File: config.mk
export PLATFORM = sky130hd
export DESIGN_NAME = mac_accumulator
export DESIGN_NICKNAME = d
export VERILOG_FILES = /design/src/rtl/mac_accumulator.sv
export SDC_FILE = /design/constraint.sdc
export NUM_CORES = 1
export LEC_CHECK = 0
export CAP_MARGIN = 25
export CORE_MARGIN = 10
export CORE_UTILIZATION = 50
export CTS_CLUSTER_DIAMETER = 150
export CTS_CLUSTER_SIZE = 14
export DETAILED_ROUTE_END_ITERATION = 8
export GPL_TIMING_DRIVEN = 0
export PLACE_DENSITY = 0.85
export REMOVE_ABC_BUFFERS = 1
export SYNTH_ARGS = -nofsm -noshare
export SYNTH_HDL_FRONTEND = slang
export SYNTH_SLANG_ARGS = --single-unit
File: constraint.sdc
create_clock -name clk -period 4.8 [get_ports clk]
set_clock_uncertainty 0.2 [all_clocks]
set_input_delay 1.2 -clock clk [delete_from_list [all_inputs] [get_ports clk]]
set_output_delay 1.2 -clock clk [all_outputs]
set_load 0.005 [all_outputs]
File: src/rtl/mac_accumulator.sv
// Frame accumulator for unsigned 8-bit products: sums terms until in_last or
// MAX_TERMS, saturating at 2^ACC_W-1, then holds the result until handed off.
module mac_accumulator #(
    parameter int ACC_W     = 12,
    parameter int MAX_TERMS = 16
) (
    input  logic             clk,
    input  logic             rst,
    input  logic [7:0]       prod,
    input  logic             in_valid,
    input  logic             in_last,
    output logic             in_ready,
    output logic [ACC_W-1:0] out_data,
    output logic [7:0]       out_count,
    output logic             out_ovf,
    output logic             out_valid,
    input  logic             out_ready,
    output logic [1:0]       dbg_state
);

    typedef enum logic [1:0] {
        S_IDLE  = 2'd0,
        S_ACCUM = 2'd1,
        S_HOLD  = 2'd2
    } state_t;

    localparam logic [7:0]       MAX_CNT = 8'(MAX_TERMS);
    localparam logic [ACC_W-1:0] ACC_MAX = {ACC_W{1'b1}};

    state_t           r_state;
    state_t           w_next;
    logic [ACC_W-1:0] r_acc;
    logic [7:0]       r_count;
    logic             r_ovf;

    logic             w_accept;
    logic             w_first;
    logic [ACC_W:0]   w_sum;
    logic             w_sat;
    logic [7:0]       w_cnt_next;
    logic             w_ends;

    // Handshakes: a term transfers on a rising edge where in_valid && in_ready;
    // a result transfers on a rising edge where out_valid && out_ready. Neither
    // side may withdraw or change its payload while waiting for the other.
    assign w_accept   = in_valid && in_ready;
    assign w_first    = (r_state == S_IDLE);
    assign w_sum      = (w_first ? {(ACC_W+1){1'b0}} : {1'b0, r_acc})
                      + {{(ACC_W-7){1'b0}}, prod};
    assign w_sat      = w_sum[ACC_W];
    assign w_cnt_next = w_first ? 8'd1 : r_count + 8'd1;
    assign w_ends     = in_last || (w_cnt_next == MAX_CNT);

    always_ff @(posedge clk) begin
        if (rst) begin
            r_state <= S_IDLE;
        end else begin
            r_state <= w_next;
        end
    end

    always_comb begin
        w_next = r_state;
        case (r_state)
            S_IDLE, S_ACCUM: begin
                if (w_accept) begin
                    w_next = w_ends ? S_HOLD : S_ACCUM;
                end
            end
            S_HOLD: begin
                if (out_ready) begin
                    w_next = S_IDLE;
                end
            end
            default: w_next = S_IDLE;
        endcase
    end

    always_comb begin
        in_ready  = 1'b0;
        out_valid = 1'b0;
        case (r_state)
            S_IDLE, S_ACCUM: in_ready  = 1'b1;
            S_HOLD:          out_valid = 1'b1;
            default: begin
                in_ready  = 1'b0;
                out_valid = 1'b0;
            end
        endcase
    end

    // A fresh frame discards the previous overflow flag; within a frame it is sticky.
    always_ff @(posedge clk) begin
        if (rst) begin
            r_acc   <= '0;
            r_count <= '0;
            r_ovf   <= 1'b0;
        end else if (w_accept) begin
            r_acc   <= w_sat ? ACC_MAX : w_sum[ACC_W-1:0];
            r_count <= w_cnt_next;
            r_ovf   <= (w_first ? 1'b0 : r_ovf) | w_sat;
        end
    end

    assign out_data  = r_acc;
    assign out_count = r_count;
    assign out_ovf   = r_ovf;
    assign dbg_state = r_state;

endmodule

==> parameters.txt <==
Parameter                              Value

Place
  Worst slack at placement    0.896 ns
  Port Buffer Count    37
  Detailed placer's ending HPWL    3.06 mm
  Weighted congestion reported at the end of routability-driven placement    0.879

Yosys
  Xor-xnor portion of the synthesized cell area    6.32%
  Cell area after synthesis    0.00151 mm^2
  Post-synthesis register bit count    23
  Share of Yosys cell area claimed by the top area cell type    30.6%
  Avg Inst Size Synth    8.23 um^2
  Yosys synthesis warning count    0
  Number of enable-type register cells in the synthesized netlist    0
  Number of distinct library cells after synthesis    between 40 and 50
  Leading post-synthesis cells by cell area    dfxtp_1, ha_1, a211oi_1
  Mux contribution to synthesized area    roughly 1.4%
  Ys flop type    dfxtp_1
  Adder-cell share of the synthesized area    8.81%
  Number of cells produced by synthesis    183
  Synth Area in Compound Gates    24.8%
  Fraction of registers with async set or reset after synthesis    0%
  Post-synthesis simple-gate area fraction    24.4%
  Dominant combinational cell family by area after synthesis    compound AO/OA/AOI/OAI gates
  Fraction of the yosys area taken by sequential cells    30.6%
  Most area-hungry cell type in the Yosys netlist    dfxtp_1

Critical path
  Slack of the worst reg-to-reg path    1.47 ns
  Data arrival time of the critical path    3.61 ns
  Reg-to-Reg End    out_data[3]
  Critical path startpoint category    primary input
  Launch point of the worst reg-to-reg path    dbg_state[0]
  R2R cell count    9
  Worst setup path category    primary input to flip-flop
  Crit path required time    4.77 ns
  CP Max Fanout    8
  Sort of element at the end of the critical path    flip-flop

STA
  Final critical-path required period    3.64 ns
  Total of endpoints with negative setup slack in the final report    0
  Remaining max-slew budget at the tightest pin    around 43%
  Fin. Hold Viols    0
  RSZ-0062 raised after global routing    false
  Final critical-path setup slack    1.16 ns
  Worst Max-Slew Pin Slew    0.856 ns
  Final cycle utilization of the critical path    75.8%
  Achievable Freq    0.275 GHz
  Final slew viol count    0
  TNS Setup    0 ns

Clocking
  TritonCTS clock tree    built
  Post-cts gate resize count    0
  Num CTS Buffers    3
  TritonCTS sink count    23
  Postcts setup bufs    0
  Clock root cell    clkbuf_4
  Number of levels in the clock H-tree    1
  Longest Clk Path Bufs    2
  Insertion delay of the later-clocked pin in the worst-skew pair    0.32 ns
  Cts hold-fix bufs    0
  Clock slew at reported path FFs    0.14 ns

GRT
  GR peak layer    met2
  All-layer global routing usage    14.7%
  First-pass GRT wire length    slightly below 7 mm
  Via count of the first global-routing pass    1451
  Met2 Usage GRT    24.8%
  Total congestion overflow    0
  Met3 demand-to-capacity share in global routing    4.99%
  Antenna violations before repair    0
  Met1 Resource Use GR    17.2%
  Largest net degree at the start of global routing    23

Run status
  Run status    finished, final reports clean

Hold path
  Hold/Removal Path Class    flip-flop to flip-flop
  Number of cells on the worst hold path    2
  Worst Min Path Start    out_ovf
  Worst Hold End    out_ovf

Die
  Number of top-level pins    38
  Initial core utilization    53.2%
  Total die area    about 0.0056 mm^2
  Die span in x    74.9 um
  Std-Cell Core Area    0.00283 mm^2
  Vertical extent of the die    74.9 um
  Site Rows    19

Finish
  Commonest non-fill, non-tap cells in the layout    clkdlybuf4s50_1, dfxtp_1, nor2_1, a21oi_1, a211oi_1
  Most frequent standard cell in the layout excluding fill and tap cells    clkdlybuf4s50_1
  Area growth syn-to-layout    26.5%
  Number of filler cells placed in the layout    235
  Share of layout cells above drive strength 1    6.45%
  Number of antenna repair diodes    0
  Final nets    241

Pwr
  Total leakage power    roughly 0.74 nW
  Worst IR drop on VDD    122 uV
  Power per unit of standard cell area    220 mW/mm^2
  Post-route total power    0.000419 W

Detailed routing
  Remaining number of nets flagged by the antenna check after routing    0
  Count of vias placed by the detailed router    1499
  Total length of routed wires    ~4.0 mm
  Number of vias per cell    6.04
  Total iterations of the first detailed-routing run    4
  Total DRC errors in the routed layout    0
  Drt initial violations    110
  Routed length per instance    16.1 um

Flow run
  Count of max-cap constraint violations    0
-- per-stage QoR --
step / cells / utilization (%) / area [um^2] / hold WS (ns)
2_1_floorplan: 176 / - / 1470 / 0.260
4_1_cts: 248 / 67.3 / 1900 / 0.300
3_5_place_dp: 244 / 66.3 / 1880 / 0.259
5_1_grt: 248 / 67.3 / 1900 / 0.343
3_3_place_gp: 244 / 66.3 / 1880 / 0.263
6_report: 248 / 67.3 / 1900 / 0.292
-- critical path: stages --
cell,delay (ns)
clkdlybuf4s50_1,0.40
ha_1,0.24
fa_1,0.43
a211oi_1,0.39
o211ai_1,0.21
and3_1,0.26
nor2_2,0.31
a211oi_1,0.15
-- layer usage --
metal / vias up / routed length (um)
li1: 741 / -
met1: 691 / 1620
met2: 60 / 1910
met3: 7 / 418
met4: 0 / 55
met5: - / 0
-- state kept, by name (all words and copies together), names as in the netlist --
signal and flops:
dbg_state 2, out_count 8, out_ovf 1, out_data 12
-- area by class of cell --
type | count | area, um^2 | area share, %
Multi-Input combinational cell | 148 | 988 | 51.9
Sequential cell | 23 | 460 | 24.2
Timing Repair Buffer | 37 | 370 | 19.4
Tap cell | 31 | 38.8 | 2.04
Clock buffer | 3 | 22.5 | 1.18
Inverter | 5 | 18.8 | 0.986
Clock inverter | 1 | 5.00 | 0.263
-- kinds of logic (layout without fill, tap and decap cells) --
kind of cell | Yosys count | in the layout
and+or+nand+nor | 70 | 70
muxes | 2 | 2
DFF | 23 | 23
xor gates and xnor gates | 10 | 10
AOI/OAI and AO/OA | 56 | 56
adders and majority gates | 10 | 10
buffers and inverters | 12 | 46
-- Yosys cell counts (4+ instances only) --
cell type / count
nand2_1: 12
nand3_1: 5
dfxtp_1: 23
ha_1: 9
xor2_1: 6
and2_1: 8
a211oi_1: 13
a21o_1: 5
inv_1: 5
o21ai_0: 7
a21oi_1: 17
nor3_1: 4
nor2_1: 21
-- worst max path at each step --
| stage | startpoint | endpoint | slack [ns] | cells past startpoint |
|---|---|---|---|---|
| final | prod[0] | out_data[3] | 1.16 | 8 |
| after global routing | prod[0] | out_data[3] | 1.03 | 8 |
| after CTS | prod[0] | out_data[3] | 1.22 | 8 |
| after detailed placement | prod[0] | out_data[3] | 0.90 | 8 |
| after global placement | prod[0] | out_data[7] | 0.96 | 8 |
| after floorplan | prod[0] | out_data[2] | 1.72 | 7 |
-- where the power goes --
| part | internal, W | switching, W | total [W] |
|---|---|---|---|
| Clock | 0.0000313 | 0.0000633 | 0.0000946 |
| Sequential | 0.000200 | 0.00000904 | 0.000209 |
| Combinational | 0.0000563 | 0.0000592 | 0.000116 |
| Total | 0.000288 | 0.000132 | 0.000419 |
(Power assumes the default switching activity.)
